## src/rtl/glitch_seq_wb.sv

```systemverilog
`timescale 1ns/100ps
// glitch_seq_wb -- Wishbone-attached clock glitcher with a programmable pulse
// train and an edge-selectable hardware trigger.
//
// A run is DELAY cycles of wait followed by COUNT pulses of WIDTH cycles, with
// GAP cycles between pulses. While a pulse is active, clk_out is replaced
// according to MODE. At all other times clk_out follows clk_in.
//
// Ports
//   clk_i     system/bus clock. All logic runs on its rising edge.
//   rst_i     asynchronous reset, active low
//   dat_i     Wishbone write data [7:0]
//   adr_i     Wishbone word address [5:2]
//   dat_o     Wishbone read data, registered, valid while ack_o is high
//   stb_i     Wishbone strobe
//   we_i      Wishbone write enable
//   ack_o     Wishbone acknowledge, one cycle after a strobe cycle
//   trig_in   asynchronous external trigger
//   clk_in    target clock, passed through outside glitches
//   clk_gla   alternate glitch clock A
//   clk_glb   alternate glitch clock B
//   clk_out   glitched target clock
//   glitch_o  high while a pulse is being applied
//
// Register map (word address)
//   0 STATUS  rd: {busy, armed, rdy}   wr: bit0 start, bit1 arm, bit2 abort
//   1 MODE    0 BYPASS, 1 ZERO, 2 ONE, 3 NOT, 4 GLA, 5 GLB (glitch_defs.v
//             GLITCH_MODE_* values). Other values act as BYPASS.
//   2/3 DELAY lo/hi, 4/5 WIDTH lo/hi, 6/7 GAP lo/hi
//   8 COUNT   number of pulses. 0 acts as 1.
//   9 TRIG    bit0: 0 rising edge, 1 falling edge
//   10 SHOTS  completed-run counter. Present only when the
//             GLITCH_SEQ_SHOT_CNT_EN macro is defined. Otherwise it reads 0.
//
// State table
//   IDLE  | ready, clk_out = clk_in
//   ARMED | waiting for the selected edge of the synchronised trigger
//   DELAY | counting the pre-glitch delay
//   WIDTH | pulse active (glitch_o high unless WIDTH = 0)
//   GAP   | spacing between consecutive pulses

module glitch_seq_wb #(
    parameter int CNT_W   = 16,
    parameter int PULSE_W = 8
) (
    input  logic       clk_i,
    input  logic       rst_i,
    input  logic [7:0] dat_i,
    input  logic [3:0] adr_i,
    output logic [7:0] dat_o,
    input  logic       stb_i,
    input  logic       we_i,
    output logic       ack_o,
    input  logic       trig_in,
    input  logic       clk_in,
    input  logic       clk_gla,
    input  logic       clk_glb,
    output logic       clk_out,
    output logic       glitch_o
);

    localparam logic [3:0] A_STATUS   = 4'd0;
    localparam logic [3:0] A_MODE     = 4'd1;
    localparam logic [3:0] A_DELAY_LO = 4'd2;
    localparam logic [3:0] A_DELAY_HI = 4'd3;
    localparam logic [3:0] A_WIDTH_LO = 4'd4;
    localparam logic [3:0] A_WIDTH_HI = 4'd5;
    localparam logic [3:0] A_GAP_LO   = 4'd6;
    localparam logic [3:0] A_GAP_HI   = 4'd7;
    localparam logic [3:0] A_COUNT    = 4'd8;
    localparam logic [3:0] A_TRIG     = 4'd9;
    localparam logic [3:0] A_SHOTS    = 4'd10;

    localparam logic [7:0] GLITCH_MODE_BYPASS = 8'd0;
    localparam logic [7:0] GLITCH_MODE_ZERO   = 8'd1;
    localparam logic [7:0] GLITCH_MODE_ONE    = 8'd2;
    localparam logic [7:0] GLITCH_MODE_NOT    = 8'd3;
    localparam logic [7:0] GLITCH_MODE_GLA    = 8'd4;
    localparam logic [7:0] GLITCH_MODE_GLB    = 8'd5;

    typedef enum logic [2:0] {
        ST_IDLE,
        ST_ARMED,
        ST_DELAY,
        ST_WIDTH,
        ST_GAP
    } state_t;

    state_t state_q, state_d;

    // Configuration registers
    logic [7:0]         mode_r;
    logic [CNT_W-1:0]   delay_r;
    logic [CNT_W-1:0]   width_r;
    logic [CNT_W-1:0]   gap_r;
    logic [PULSE_W-1:0] count_r;
    logic               trig_edge_r;

    // Copies used by the active run
    logic [7:0]         mode_run;
    logic [CNT_W-1:0]   width_run;
    logic [CNT_W-1:0]   gap_run;

    logic [CNT_W-1:0]   cnt_q, cnt_d;
    logic [PULSE_W-1:0] pulses_q, pulses_d;
    logic               load_run;

    logic               trig_s1, trig_s2, trig_s3;
    logic               trig_hit;

    logic               bus_req, wr_req, wr_status;
    logic               cmd_start, cmd_arm, cmd_abort;
    logic [7:0]         rd_data;
    logic [7:0]         shots_rd;
    logic               pulse_on;
    logic               clk_sel;

    // A DELAY/WIDTH/GAP value of N lasts N cycles, and 0 lasts one cycle.
    // The counter is therefore loaded with N-1, clamped at 0.
    function automatic logic [CNT_W-1:0] load_val(input logic [CNT_W-1:0] v);
        return (v == '0) ? '0 : v - CNT_W'(1);
    endfunction

    // Byte access into a CNT_W-bit register. Bits above CNT_W read as zero
    // and drop writes.
    function automatic logic [7:0] byte_rd(input logic [CNT_W-1:0] v, input logic hi);
        logic [15:0] w;
        w = 16'(v);
        return hi ? w[15:8] : w[7:0];
    endfunction

    function automatic logic [CNT_W-1:0] byte_wr(input logic [CNT_W-1:0] v,
                                                 input logic hi,
                                                 input logic [7:0] d);
        logic [15:0] w;
        w = 16'(v);
        if (hi) w[15:8] = d;
        else    w[7:0]  = d;
        return w[CNT_W-1:0];
    endfunction

    // ------------------------------------------------------------------
    // Bus decode. Each strobe is accepted once, in the cycle before ack.
    // ------------------------------------------------------------------
    assign bus_req   = stb_i & ~ack_o;
    assign wr_req    = bus_req & we_i;
    assign wr_status = wr_req && (adr_i == A_STATUS);
    assign cmd_abort = wr_status & dat_i[2];
    assign cmd_start = wr_status & dat_i[0] & ~dat_i[2];
    assign cmd_arm   = wr_status & dat_i[1] & ~dat_i[0] & ~dat_i[2];

    always_ff @(posedge clk_i or negedge rst_i) begin
        if (!rst_i) begin
            ack_o <= 1'b0;
            dat_o <= 8'h00;
        end else begin
            ack_o <= bus_req;
            dat_o <= bus_req ? rd_data : 8'h00;
        end
    end

    always_ff @(posedge clk_i or negedge rst_i) begin
        if (!rst_i) begin
            mode_r      <= 8'h00;
            delay_r     <= '0;
            width_r     <= '0;
            gap_r       <= '0;
            count_r     <= '0;
            trig_edge_r <= 1'b0;
        end else if (wr_req) begin
            case (adr_i)
                A_MODE:     mode_r      <= dat_i;
                A_DELAY_LO: delay_r     <= byte_wr(delay_r, 1'b0, dat_i);
                A_DELAY_HI: delay_r     <= byte_wr(delay_r, 1'b1, dat_i);
                A_WIDTH_LO: width_r     <= byte_wr(width_r, 1'b0, dat_i);
                A_WIDTH_HI: width_r     <= byte_wr(width_r, 1'b1, dat_i);
                A_GAP_LO:   gap_r       <= byte_wr(gap_r, 1'b0, dat_i);
                A_GAP_HI:   gap_r       <= byte_wr(gap_r, 1'b1, dat_i);
                A_COUNT:    count_r     <= PULSE_W'(dat_i);
                A_TRIG:     trig_edge_r <= dat_i[0];
                default:    ;
            endcase
        end
    end

    always_comb begin
        rd_data = 8'h00;
        case (adr_i)
            A_STATUS:   rd_data = {5'b0,
                                   (state_q == ST_DELAY) || (state_q == ST_WIDTH) ||
                                   (state_q == ST_GAP),
                                   state_q == ST_ARMED,
                                   state_q == ST_IDLE};
            A_MODE:     rd_data = mode_r;
            A_DELAY_LO: rd_data = byte_rd(delay_r, 1'b0);
            A_DELAY_HI: rd_data = byte_rd(delay_r, 1'b1);
            A_WIDTH_LO: rd_data = byte_rd(width_r, 1'b0);
            A_WIDTH_HI: rd_data = byte_rd(width_r, 1'b1);
            A_GAP_LO:   rd_data = byte_rd(gap_r, 1'b0);
            A_GAP_HI:   rd_data = byte_rd(gap_r, 1'b1);
            A_COUNT:    rd_data = 8'(count_r);
            A_TRIG:     rd_data = {7'b0, trig_edge_r};
            A_SHOTS:    rd_data = shots_rd;
            default:    rd_data = 8'h00;
        endcase
    end

    // ------------------------------------------------------------------
    // Trigger path. The third flop supplies the previous level for edge
    // detection. From a trig_in transition to DELAY entry takes 3 cycles.
    // ------------------------------------------------------------------
    always_ff @(posedge clk_i or negedge rst_i) begin
        if (!rst_i) begin
            trig_s1 <= 1'b0;
            trig_s2 <= 1'b0;
            trig_s3 <= 1'b0;
        end else begin
            trig_s1 <= trig_in;
            trig_s2 <= trig_s1;
            trig_s3 <= trig_s2;
        end
    end

    assign trig_hit = trig_edge_r ? (~trig_s2 & trig_s3) : (trig_s2 & ~trig_s3);

    // ------------------------------------------------------------------
    // Sequencer
    // ------------------------------------------------------------------
    always_ff @(posedge clk_i or negedge rst_i) begin
        if (!rst_i) begin
            state_q  <= ST_IDLE;
            cnt_q    <= '0;
            pulses_q <= '0;
        end else begin
            state_q  <= state_d;
            cnt_q    <= cnt_d;
            pulses_q <= pulses_d;
        end
    end

    always_ff @(posedge clk_i or negedge rst_i) begin
        if (!rst_i) begin
            mode_run  <= 8'h00;
            width_run <= '0;
            gap_run   <= '0;
        end else if (load_run) begin
            mode_run  <= mode_r;
            width_run <= width_r;
            gap_run   <= gap_r;
        end
    end

    always_comb begin
        state_d  = state_q;
        cnt_d    = cnt_q;
        pulses_d = pulses_q;
        load_run = 1'b0;

        if (cmd_abort) begin
            state_d  = ST_IDLE;
            cnt_d    = '0;
            pulses_d = '0;
        end else begin
            case (state_q)
                ST_IDLE, ST_ARMED: begin
                    if ((state_q == ST_IDLE && cmd_start) ||
                        (state_q == ST_ARMED && trig_hit)) begin
                        state_d  = ST_DELAY;
                        load_run = 1'b1;
                        cnt_d    = load_val(delay_r);
                        pulses_d = (count_r == '0) ? PULSE_W'(1) : count_r;
                    end else if (state_q == ST_IDLE && cmd_arm) begin
                        state_d = ST_ARMED;
                    end
                end
                ST_DELAY, ST_GAP: begin
                    if (cnt_q == '0) begin
                        state_d = ST_WIDTH;
                        cnt_d   = load_val(width_run);
                    end else begin
                        cnt_d = cnt_q - CNT_W'(1);
                    end
                end
                ST_WIDTH: begin
                    if (cnt_q != '0) begin
                        cnt_d = cnt_q - CNT_W'(1);
                    end else if (pulses_q <= PULSE_W'(1)) begin
                        state_d  = ST_IDLE;
                        pulses_d = '0;
                    end else begin
                        state_d  = ST_GAP;
                        pulses_d = pulses_q - PULSE_W'(1);
                        cnt_d    = load_val(gap_run);
                    end
                end
                default: begin
                    state_d  = ST_IDLE;
                    cnt_d    = '0;
                    pulses_d = '0;
                end
            endcase
        end
    end

    // ------------------------------------------------------------------
    // Completed-run counter
    // ------------------------------------------------------------------
`ifdef GLITCH_SEQ_SHOT_CNT_EN
    logic [7:0] shots_q;
    logic       run_done;

    assign run_done = !cmd_abort && (state_q == ST_WIDTH) && (cnt_q == '0) &&
                      (pulses_q <= PULSE_W'(1));

    always_ff @(posedge clk_i or negedge rst_i) begin
        if (!rst_i)
            shots_q <= 8'h00;
        else if (wr_req && (adr_i == A_SHOTS))
            shots_q <= 8'h00;
        else if (run_done && (shots_q != 8'hFF))
            shots_q <= shots_q + 8'd1;
    end

    assign shots_rd = shots_q;
`else
    assign shots_rd = 8'h00;
`endif

    // ------------------------------------------------------------------
    // Output clock. This mux is purely combinational, so a reset in the
    // middle of a pulse hands clk_in back to the target immediately.
    // ------------------------------------------------------------------
    assign pulse_on = (state_q == ST_WIDTH) && (width_run != '0);

    always_comb begin
        clk_sel = clk_in;
        if (pulse_on) begin
            case (mode_run)
                GLITCH_MODE_BYPASS: clk_sel = clk_in;
                GLITCH_MODE_ZERO:   clk_sel = 1'b0;
                GLITCH_MODE_ONE:    clk_sel = 1'b1;
                GLITCH_MODE_NOT:    clk_sel = ~clk_in;
                GLITCH_MODE_GLA:    clk_sel = clk_gla;
                GLITCH_MODE_GLB:    clk_sel = clk_glb;
                default:            clk_sel = clk_in;
            endcase
        end
    end

    assign clk_out  = clk_sel;
    assign glitch_o = pulse_on;

endmodule

```

## config.mk

```make
export PLATFORM = sky130hd
export DESIGN_NAME = glitch_seq_wb
export DESIGN_NICKNAME = d
export VERILOG_FILES = /design/src/rtl/glitch_seq_wb.sv
export SDC_FILE = /design/constraint.sdc
export NUM_CORES = 1
export LEC_CHECK = 0
export ABC_AREA = 1
export CAP_MARGIN = 20
export CORE_UTILIZATION = 63
export DETAILED_ROUTE_END_ITERATION = 16
export PLACE_DENSITY = 0.84
export SLEW_MARGIN = 40
export SYNTH_ARGS = -nofsm -noshare
export SYNTH_HDL_FRONTEND = slang
export SYNTH_SLANG_ARGS = --single-unit
```

## constraint.sdc

```tcl
create_clock -name clk_i -period 3.9 [get_ports clk_i]
set_input_delay 0.975 -clock clk_i [delete_from_list [all_inputs] [get_ports clk_i]]
set_output_delay 0.975 -clock clk_i [all_outputs]
set_load 0.03 [all_outputs]
```

# Yosys cells after proc, flatten, opt, wreduce, memory -nomap -nowiden
# Index checks and enable logic that the tools add are counted.
# totals
elab_cells,136
input_bits,20
regBits,144
output_inout_bits,11
# classes
n_eq_ne,24
n_lt_le_gt_ge,1
bitwise_logic,22
reduce_logical,31
n_mux,33
n_addsub,5
# op_table
op,n
16-bit two-way mux,8
16-bit case mux with 2 select lines,3
8-bit case mux with 10 select lines,1
16-bit zero test,4
"16-bit by 1-bit subtractor with 16-bit output, second input constant",4
8-bit two-way mux,6
16-bit case mux with 3 select lines,1
16-bit nonzero test,2
8-bit case mux with 3 select lines,1
3-bit AND reduction,8
3-bit two-way mux,6
"4-bit by 3-bit == test with 1-bit output, second input constant",4
"8-bit by 2-bit == test with 1-bit output, second input constant",2
"8-bit by 3-bit == test with 1-bit output, second input constant",2
1-bit NOT,12
1-bit AND,10
"3-bit inequality test, second input constant",3
3-bit case mux with 3 select lines,1
"4-bit by 2-bit == test with 1-bit output, second input constant",2
"4-bit == test, second input constant",2
"8-bit by 1-bit == test with 1-bit output, second input constant",1
"8-bit by 1-bit less-or-equal comparator with 1-bit output, second input constant",1
8-bit zero test,1
"4-bit inequality test, second input constant",2
other kinds (14),29

# Longest topological paths before layout
# depth
word_depth,12
mapped_depth,14
ltp_nobuf,14

# Worst setup path before layout
# No wires, ideal clock.
# synth_path
path_type,reg2out
startpoint,register width_run[0]
endpoint,output clk_out
t_arrival_ps,1871
path_slack_ps,1054
path_buffers,0
required_ps,2925
stages_incl_launch_ff,11
path_cell_list,dfrtp_1 -> inv_1 -> ha_1 -> nand2_1 -> nor2_1 -> nand2_1 -> nand2_1 -> nor2_1 -> nand4_1 -> o21ai_0 -> a21oi_1
# synth_via
elab_chain_cells,3
# synth_lines
element,line,rtl
from (decl),101,logic [CNT_W-1:0] width_run;
from (signal assigned),248,width_run <= width_r;
16-bit nonzero test,333,assign pulse_on = (state_q == ST_WIDTH) && (width_run != '0);
1-bit logical AND,333,
1-bit two-way mux,337,if (pulse_on) begin
to (decl),58,"output logic clk_out,"
# No other way between the ends.

# Final worst setup path
# Same ends and word-level chain as after synthesis.

==> flow_metrics.tcl <==
set metrics [dict create \
    slew-limit-headroom_pct 62.8 \
    antenna_found_initial 0 \
    syn_avg_cell_area_sq_um 7.06 \
    cts_hold_buf 0 \
    initial_utilization_pct 64.5 \
    crit_family "simple AND/OR/NAND/NOR gates" \
    max_stage_delay_ns 0.39 \
    grt_pass1_vias 7783 \
    dr_total_vias 8308 \
    peakVddDrop_mv 0.478 \
    drt_wl_total_um 25000 \
    grt_max_degree 63 \
    dpl.cell_count 1395 \
    power_density_nw_per_um2 736 \
    finClkSkew_ns 0.00930 \
    ant_nets 0 \
    area_delta_synth_final_pct 13.0 \
    hold_viol 0 \
    cpMostUsedCell "nand2_1" \
    critPathRequiredTime_ns 2.92 \
    clk_pin_slew_ns 0.06 \
    row_count 42 \
    diodes 0 \
    wire_per_inst_um 17.6 \
    status "finished, final reports clean" \
    grt_use_total_pct 37.8 \
    worstSetupStartpointType "flop" \
    drc_errors 0 \
    synthCells 1206 \
    via_per_inst 5.82 \
    final_cells 1427 \
    clock_path_buffers 2 \
    tightest_slew_ns 0.556 \
    cts_max_level 4 \
    final-setup-viol-count 0 \
    cts_made_buffers 17 \
    worstSkewPairLatency_ns 0.43 \
    die_width_um 118 \
    layout.nets 1266 \
    drive_above_1_share_pct 6.47 \
    fmax_mhz 282 \
    core_sq_um 13200 \
    cts_tree "yes" \
    critical_path_peak_fanout 7 \
    synth_top_area_cell "dfrtp_1" \
    path_depth 11 \
    dpl.hpwl_um 18500 \
    io_pins 31 \
    seq_area_frac_synth_pct 42.3 \
    die-height_um 118 \
    cap_violations 0 \
    drt-pass1-iter-count 9 \
    synth_cell_types 42 \
    synth_area_leaders "dfrtp_1 (42%), nand2_1 (16%), inv_1 (6.4%), nor2_1 (5.9%), nand3_1 (5.3%)" \
    finalCritPeriodShare_pct 91.0 \
    numPortBuffers 30 \
    synth_top_area_share_pct 42.3 \
    synth-seq-cells 144 \
    hold_path_depth 0 \
    finalSetupTns_ns 0 \
    syn-num-nets 1234 \
    worst-r2r-cell-count 10 \
    grt_overflow 0 \
    drt_iter0_drc 979 \
    period_needed_ns 3.55 \
    syn-cell-area_sq_um 8510 \
    cts-root-buf "clkbuf_16" \
    clock_sinks 144 \
    arrival_ns 2.57 \
    gp_congestion 0.962 \
    yosys_warnings 0 \
    finalPower_uw 7080 \
    hold_path.class "reg -> reg" \
    grt_pass1_wl_um 40400 \
    crit_type "reg -> out" \
    p_leak_uw 0.00477 \
    rsz0062_at_grt "no" \
    finalMaxSlewViolations 0 \
    cts_resized 0 \
    dieArea_sq_um 14000 \
    crit_chain "inv_1 -> ha_1 -> nand2_1 -> nor2_1 -> nand2_1 -> nand2_1 -> nor2_1 -> nand2_1 -> nand2_1 -> a21oi_1 -> dlymetal6s2s_1" \
    critPathBufInv 2 \
    end_kind "primary output" \
    postCtsSetupBuffers 0 \
    crit_slowest_cell "dfrtp_1" \
]
==> synth_stat cells, drive strengths merged <==
cell	number
nand2	375
inv	154
nor2	147
dfrtp	144
o21ai	125
nand3	94
o22ai	32
nand4	22
xor2	20
a21oi	19
buf	13
clkbuf	11
nor3	11
xnor2	9
ha	8
mux2	4
a31oi	3
nor4	3
or2	2
a211oi	1
a21boi	1
a21o	1
and3	1
clkinv	1
nand3b	1
o2111ai	1
o211ai	1
o21bai	1
o221ai	1
==> registers in the layout (all words and copies together), names as in the netlist, 8 cells and up <==
| name | cells |
|---|---|
| width_r | 16 |
| pulses_q | 8 |
| cnt_q | 16 |
| mode_r | 8 |
| mode_run | 8 |
| delay_r | 16 |
| dat_o | 8 |
| count_r | 8 |
| width_run | 16 |
| gap_run | 16 |
| gap_r | 16 |
==> cell families (layout without fill, tap and decap cells) <==
group / Yosys count / count (layout) / synth area share (%)
XOR/XNOR: 29 / 29 / 2.98
AO/OA/AOI/OAI: 186 / 186 / 11.8
adder cells (fa/ha/maj): 8 / 8 / 1.18
flip-flops: 144 / 144 / 42.3
buffers and inverters: 179 / 224 / 8.26
AND/OR/NAND/NOR: 656 / 656 / 32.9
multiplexers: 4 / 4 / 0.529
==> placed cells by master, fill, tap and decap left out, types with 4 or more instances in the layout <==
| master | count |
|---|---|
| nand2_1 | 366 |
| inv_1 | 145 |
| dfrtp_1 | 144 |
| nor2_1 | 133 |
| nand3_1 | 90 |
| o21ai_0 | 82 |
| o21ai_1 | 42 |
| o22ai_1 | 32 |
| clkdlybuf4s50_1 | 28 |
| nand4_1 | 21 |
| xor2_1 | 20 |
| a21oi_1 | 19 |
| clkbuf_16 | 17 |
| nor3_1 | 10 |
| inv_2 | 9 |
| xnor2_1 | 9 |
| nand2_2 | 8 |
| ha_1 | 8 |
| nor2_4 | 7 |
| nor2_2 | 7 |
| buf_4 | 5 |
| mux2_1 | 4 |
| inv_6 | 4 |
| inv_8 | 4 |
==> where the power goes <==
group          total, uW  leakage, uW  internal, uW  switching [uW]
logic               2920      0.00265           962            1960
clock network       1740     0.000306          1030             708
registers           2420      0.00181          1940             478
==> final timing paths <==
path / start / endpoint / slack [ns]
max: width_run[0] / clk_out / 0.35
min: trig_s1 / trig_s2 / 0.36
max reg2reg: state_q[0] / cnt_q[8] / 1.58
min reg2reg: trig_s1 / trig_s2 / 0.36
max in group asynchronous: rst_i / gap_run[9] / 2.56
min in group asynchronous: rst_i / gap_r[3] / 0.51
==> metrics by stage <==
stage / utilization [%] / setup WS, ns / hold WS (ns) / cell area, sq um
after floorplan: - / 1.05 / 0.331 / 8510
after global placement: 68.2 / 0.454 / 0.336 / 8990
after detailed placement: 68.2 / 0.402 / 0.339 / 8990
after CTS: 72.9 / 0.00759 / 0.354 / 9620
after global routing: 72.9 / 0.162 / 0.379 / 9620
final: 72.9 / 0.353 / 0.355 / 9620
==> final cells by class <==
class	count	area (sq um)
timing repair buffer	37	382
multi-input combinational	883	4210
sequential	144	3600
clock inverter	15	196
tap	176	220
fill	1041	3570
inverter	155	582
clock buffer	17	425
==> layer usage <==
| metal | routed length, um | vias up | part of all wire, % | track usage, % |
|---|---|---|---|---|
| li1 | - | 3958 | - | - |
| met4 | 1290 | 0 | 5.2 | 21.2 |
| met3 | 1820 | 84 | 7.3 | 7.72 |
| met1 | 10700 | 3864 | 43 | 50.1 |
| met2 | 11200 | 402 | 45 | 58.0 |
| met5 | 0 | - | 0 | 0 |
Power figures use the tool's default switching activity.
